`src/rtl/wb_arbiter.sv`:
```
// rtl/wb_arbiter.sv - 3-source round-robin writeback arbiter, optional bypass via WB_ARBITER_BYPASS_EN
module wb_arbiter #(
  parameter int N     = 5,
  parameter int WIDTH = 32
) (
  input  logic               clk,
  input  logic               rst,
  input  logic               hold,
  input  logic [2:0]         req_valid,
  input  logic [3*N-1:0]     req_reg,
  input  logic [3*WIDTH-1:0] req_data,
  output logic [2:0]         req_ready,
  output logic               rf_wenable,
  output logic [N-1:0]       rf_reg_in,
  output logic [WIDTH-1:0]   rf_din,
  output logic [15:0]        wb_count
`ifdef WB_ARBITER_BYPASS_EN
  ,
  input  logic [N-1:0]       rd_a,
  input  logic [N-1:0]       rd_b,
  output logic               byp_hit_a,
  output logic               byp_hit_b,
  output logic [WIDTH-1:0]   byp_data_a,
  output logic [WIDTH-1:0]   byp_data_b
`endif
);

  // last granted source; the search starts one past it
  logic [1:0]       ptr;
  logic [2:0]       zero_req;
  logic [2:0]       cand;
  logic [2:0]       gnt;
  logic             gnt_any;
  logic [1:0]       gnt_idx;
  logic [N-1:0]     gnt_reg;
  logic [WIDTH-1:0] gnt_data;

  // split requests into r0 writes (always accepted, dropped) and real candidates
  always_comb begin
    zero_req = 3'b000;
    cand     = 3'b000;
    for (int i = 0; i < 3; i++) begin
      zero_req[i] = req_valid[i] && (req_reg[i*N +: N] == '0);
      cand[i]     = req_valid[i] && (req_reg[i*N +: N] != '0);
    end
  end

  // round-robin pick starting at (ptr+1) mod 3; ptr==3 never occurs and falls to source 0 first
  always_comb begin
    gnt = 3'b000;
    if (!hold) begin
      case (ptr)
        2'd0: begin
          if (cand[1])      gnt = 3'b010;
          else if (cand[2]) gnt = 3'b100;
          else if (cand[0]) gnt = 3'b001;
        end
        2'd1: begin
          if (cand[2])      gnt = 3'b100;
          else if (cand[0]) gnt = 3'b001;
          else if (cand[1]) gnt = 3'b010;
        end
        default: begin
          if (cand[0])      gnt = 3'b001;
          else if (cand[1]) gnt = 3'b010;
          else if (cand[2]) gnt = 3'b100;
        end
      endcase
    end
  end

  // encode the winner and select its index and data
  always_comb begin
    gnt_any  = |gnt;
    gnt_idx  = 2'd0;
    gnt_reg  = req_reg[0 +: N];
    gnt_data = req_data[0 +: WIDTH];
    if (gnt[1]) begin
      gnt_idx  = 2'd1;
      gnt_reg  = req_reg[N +: N];
      gnt_data = req_data[WIDTH +: WIDTH];
    end else if (gnt[2]) begin
      gnt_idx  = 2'd2;
      gnt_reg  = req_reg[2*N +: N];
      gnt_data = req_data[2*WIDTH +: WIDTH];
    end
  end

  // nothing is accepted while reset is held
  always_comb begin
    req_ready = rst ? (zero_req | gnt) : 3'b000;
  end

  // register the granted write, advance the pointer and count issued writes
  always_ff @(posedge clk or negedge rst) begin
    if (!rst) begin
      ptr        <= 2'd2;
      rf_wenable <= 1'b0;
      rf_reg_in  <= '0;
      rf_din     <= '0;
      wb_count   <= 16'd0;
    end else begin
      rf_wenable <= gnt_any;
      if (gnt_any) begin
        ptr       <= gnt_idx;
        rf_reg_in <= gnt_reg;
        rf_din    <= gnt_data;
      end
      if (rf_wenable) begin
        wb_count <= wb_count + 16'd1;
      end
    end
  end

`ifdef WB_ARBITER_BYPASS_EN
  // forward the in-flight write to the two read ports; r0 never hits
  always_comb begin
    byp_hit_a  = rf_wenable && (rf_reg_in == rd_a) && (rd_a != '0);
    byp_hit_b  = rf_wenable && (rf_reg_in == rd_b) && (rd_b != '0);
    byp_data_a = rf_din;
    byp_data_b = rf_din;
  end
`endif

endmodule

```
`config.mk`:
```
export PLATFORM = sky130hd
export DESIGN_NAME = wb_arbiter
export DESIGN_NICKNAME = d
export VERILOG_FILES = /design/src/rtl/wb_arbiter.sv
export SDC_FILE = /design/constraint.sdc
export NUM_CORES = 1
export LEC_CHECK = 0
export BUFFER_PORTS_ARGS = -buffer_cell sky130_fd_sc_hd__buf_4
export CORE_UTILIZATION = 44
export CTS_BUF_LIST = sky130_fd_sc_hd__clkbuf_8 sky130_fd_sc_hd__clkbuf_16
export DETAILED_ROUTE_END_ITERATION = 8
export PLACE_DENSITY = 0.8
export SLEW_MARGIN = 20
export SYNTH_ARGS = -nofsm -noshare
export SYNTH_HDL_FRONTEND = slang
export SYNTH_SLANG_ARGS = --single-unit
```
`constraint.sdc`:
```
create_clock -name clk -period 2.6 [get_ports clk]
set_input_delay 0.13 -clock clk [delete_from_list [all_inputs] [get_ports clk]]
set_output_delay 0.13 -clock clk [all_outputs]
set_load 0.005 [all_outputs]
```
==> flow_summary_export.csv <==
group,metric,value,unit
die,start_util,45.4,%
route,viasPerCell,5.75,
route,drt-wirelength-per-cell,17.9,µm
route,num_vias,2969,
critical_path,r2r_end,"rf_din[15]",
clocking,clk_pin_slew,100,ps
global_route,overflow,0,
clocking,clk_latency,300,ps
global_route,track_usage,25.7,%
route,drc,0,
synthesis,postSynthAreaPerCell,11.5,µm²
critical_path,crit_family,"simple AND/OR/NAND/NOR gates",
power,vdd_drop_max,0.427,mV
final_layout,fillCellCount,540,
flow_run,maxCapViolations,0,
synthesis,ys_seq_area_share,45.7,%
sta,fmax,425,MHz
place,portBuffers,173,
critical_path,r2r_cells,6,
critical_path,reg2reg_from,"ptr[1]",
synthesis,synthSimpleGateAreaFrac,8.11,%
die,fp.dieW,85.5,µm
sta,period_needed,2350,ps
critical_path,crit_type,"reg -> out",
sta,setup_viol,0,
critical_path,path_max_fanout,11,
clocking,cts_tree,"done",
sta,finalHoldViolations,0,
sta,timing.final.ws_setup,245,ps
final_layout,finish.instance_area,4520,µm²
clocking,cts.sinks,56,
hold_path,hold_path_depth,3,
die,rows,30,
power,power_switching_share,33.3,%
synthesis,synthXorXnorAreaFrac,4.28,%
clocking,cts_inserted_buffers,5,
power,leakage,2.07,nW
sta,clock_skew,11.0,ps
route,routed_wl,9230,µm
power,pwr-share-seq,39.7,%
critical_path,worst_ep_arrival_time,2220,ps
synthesis,synth.area.top_cells,"dfrtp_1 45%, a2bb2oi_2 9.8%, o211ai_1 9.3%",
critical_path,worstSetupStartpointType,"register",
synthesis,synth_cell_types,36,
synthesis,synth_top_cell_by_area,"dfrtp_1",
sta,drv_slew,0,
synthesis,ys_warn_count,0,
power,p_sw,1.29,mW
critical_path,path_buf_inv,1,
synthesis,synthArstFlopShare,100,%
clocking,clock-root-buffer,"clkbuf_8",
final_layout,syn_to_final_growth,47.1,%
synthesis,netlist_area,3070,µm²
status,status,"completed",
synthesis,synthAdderAreaFrac,0.407,%
sta,worst_slew_pin_slew,380,ps
die,pin_count,174,
synthesis,yosysTopAreaCellShare,44.8,%
power,p_per_area,860,nW/µm²
die,die_h,85.5,µm
final_layout,final_layout_size_suffix_gt1_share,50.5,%
critical_path,max_stage_delay,700,ps
critical_path,end_kind,"primary output",
place,postPlaceCellArea,4410,µm²
synthesis,synthesis.nets,386,
global_route,grt_pass1_wl,14900,µm
synthesis,syn_inst,268,
critical_path,crit_chain,"nand2b_1, a21oi_1, or4_1, a21boi_0, buf_4",
route,drt-initial-drc-count,120,
sta,fin_crit_sh,90.6,%
sta,slew_headroom,74.0,%
place,dp_hpwl,7010,µm
sta,rsz0062_at_grt,"false",
die,core_area,6760,µm²
global_route,grt_max_degree,38,
hold_path,hp-class,"in -> reg",
critical_path,slowest_stage,"or4_1",
final_layout,antenna_cells,0,
final_layout,layout.nets,553,
clocking,post-cts-setup-buffers,0,
synthesis,synth_enable_flop_cells,0,
sta,fin_tns_setup,0,ps
synthesis,synth_top_family_by_area,"compound AO/OA/AOI/OAI gates",
global_route,grt_pass1_vias,3089,
critical_path,cp.required,2470,ps
hold_path,min_from,"req_data[86]",
route,dr.pass1.iters,5,
route,ant_nets,0,
critical_path,r2r_setup_slack,380,ps
critical_path,cp.depth,5,
synthesis,ys.flop_type,"dfrtp_1",
global_route,antenna_found_initial,0,
clocking,clockBufferDepth,2,
synthesis,muxShareOfSynthArea,0.367,%
power,pwr-share-comb,47.1,%
synthesis,synth_compound_area_share,35.6,%
power,p_int,2.59,mW
place,place_ws,373,ps
clocking,htreeDepth,2,
die,die_area,7320,µm²
hold_path,min_to,"rf_din[22]",
place,gp_congestion,0.925,
power,clockPowerShare,13.1,%
synthesis,synth-seq-cells,56,
## cells in the final DEF (no fill, tap or decap), types with 2 or more instances in the layout
| cell type | n |
|---|---|
| a22oi_1 | 37 |
| nand3_1 | 12 |
| nand3_2 | 3 |
| a2bb2oi_2 | 20 |
| inv_1 | 5 |
| a21oi_1 | 2 |
| nand4_1 | 2 |
| xor2_1 | 3 |
| nor2_1 | 4 |
| or4_1 | 2 |
| nand2b_1 | 2 |
| and3_1 | 5 |
| a2bb2oi_1 | 17 |
| dfrtp_1 | 55 |
| a21boi_0 | 3 |
| buf_4 | 184 |
| o211ai_1 | 38 |
| clkbuf_8 | 6 |
| nand2_1 | 7 |
| o221ai_1 | 2 |
| xnor2_1 | 12 |
## per-stage QoR
stage	cells	utilization (%)	hold WS, ps	power [mW]
2_1_floorplan	268	-	-166	2.52
3_3_place_gp	507	65.3	68.2	3.33
3_5_place_dp	507	65.3	80.1	3.40
4_1_cts	516	66.8	125	3.91
5_1_grt	516	66.8	125	4.12
6_report	516	66.8	129	3.88
## power by group through the flow
stage	registers, mW	clock network, mW	logic (mW)
after global placement	1.54	0	1.79
after global routing	1.59	0.559	1.97
after CTS	1.54	0.524	1.85
final	1.54	0.510	1.83
after floorplan	1.54	0	0.977
after detailed placement	1.55	0	1.85
## sequential cells by signal (all words and copies together), names as in the netlist
register	count
rf_din	32
wb_count	16
rf_reg_in	5
ptr	2
rf_wenable	1
## layout make-up
type	instances	area, µm²	area share [%]
Timing Repair Buffer	185	1390	30.8
Tap cell	80	100	2.22
Sequential cell	56	1400	31.1
Inverter	5	18.8	0.416
Clock inverter	2	13.8	0.305
Clock buffer	6	82.6	1.83
Multi-Input combinational cell	182	1510	33.4
## tightest hold or removal path, delay by kind of cell
| kind | cells | cell delay (ps) |
|---|---|---|
| compound gates | 2 | 200 |
| buf+inv | 1 | 80 |
## worst max-delay path by stage
stage | endpoint | start | slack (ps)
CTS | req_ready[0] | ptr[1] | 250
floorplan | rf_din[28] | ptr[1] | 760
detailed placement | rf_din[26] | req_reg[11] | 370
finish | req_ready[0] | ptr[1] | 250
global placement | rf_din[15] | ptr[1] | 460
global route | req_ready[0] | ptr[1] | 170
## synthesized netlist by cell type (all sizes together) (2+ instances only)
cell,n
a21boi,3
a21oi,2
a22oi,37
a2bb2oi,37
and3,5
buf,16
clkbuf,9
dfrtp,55
inv,5
nand2,7
nand2b,2
nand3,15
nand4,2
nor2,4
nor4,2
o211ai,38
o221ai,2
or4,3
xnor2,12
xor2,3
## repair_timing
action | 4_1_cts | 5_1_grt
resized for setup | 0 | 0
hold endpoints to repair | 23 | 0
hold buffers | 1 | 0
## logic make-up (layout without fill, tap and decap cells)
kind of cell / after synthesis / count (layout)
compound gates: 123 / 123
buf+inv: 30 / 198
flops: 56 / 56
mux: 1 / 1
simple gates: 42 / 42
xor+xnor: 15 / 15
fa+ha+maj: 1 / 1
## routing by layer
layer | wire (µm) | global-route usage [%] | part of all wire (%)
met5 | 0 | 0 | 0
met4 | 99 | 7.42 | 1.1
met3 | 526 | 3.66 | 5.7
met2 | 4780 | 45.6 | 52
met1 | 3820 | 32.7 | 41
Note: power is estimated with default switching activity, not from simulation.
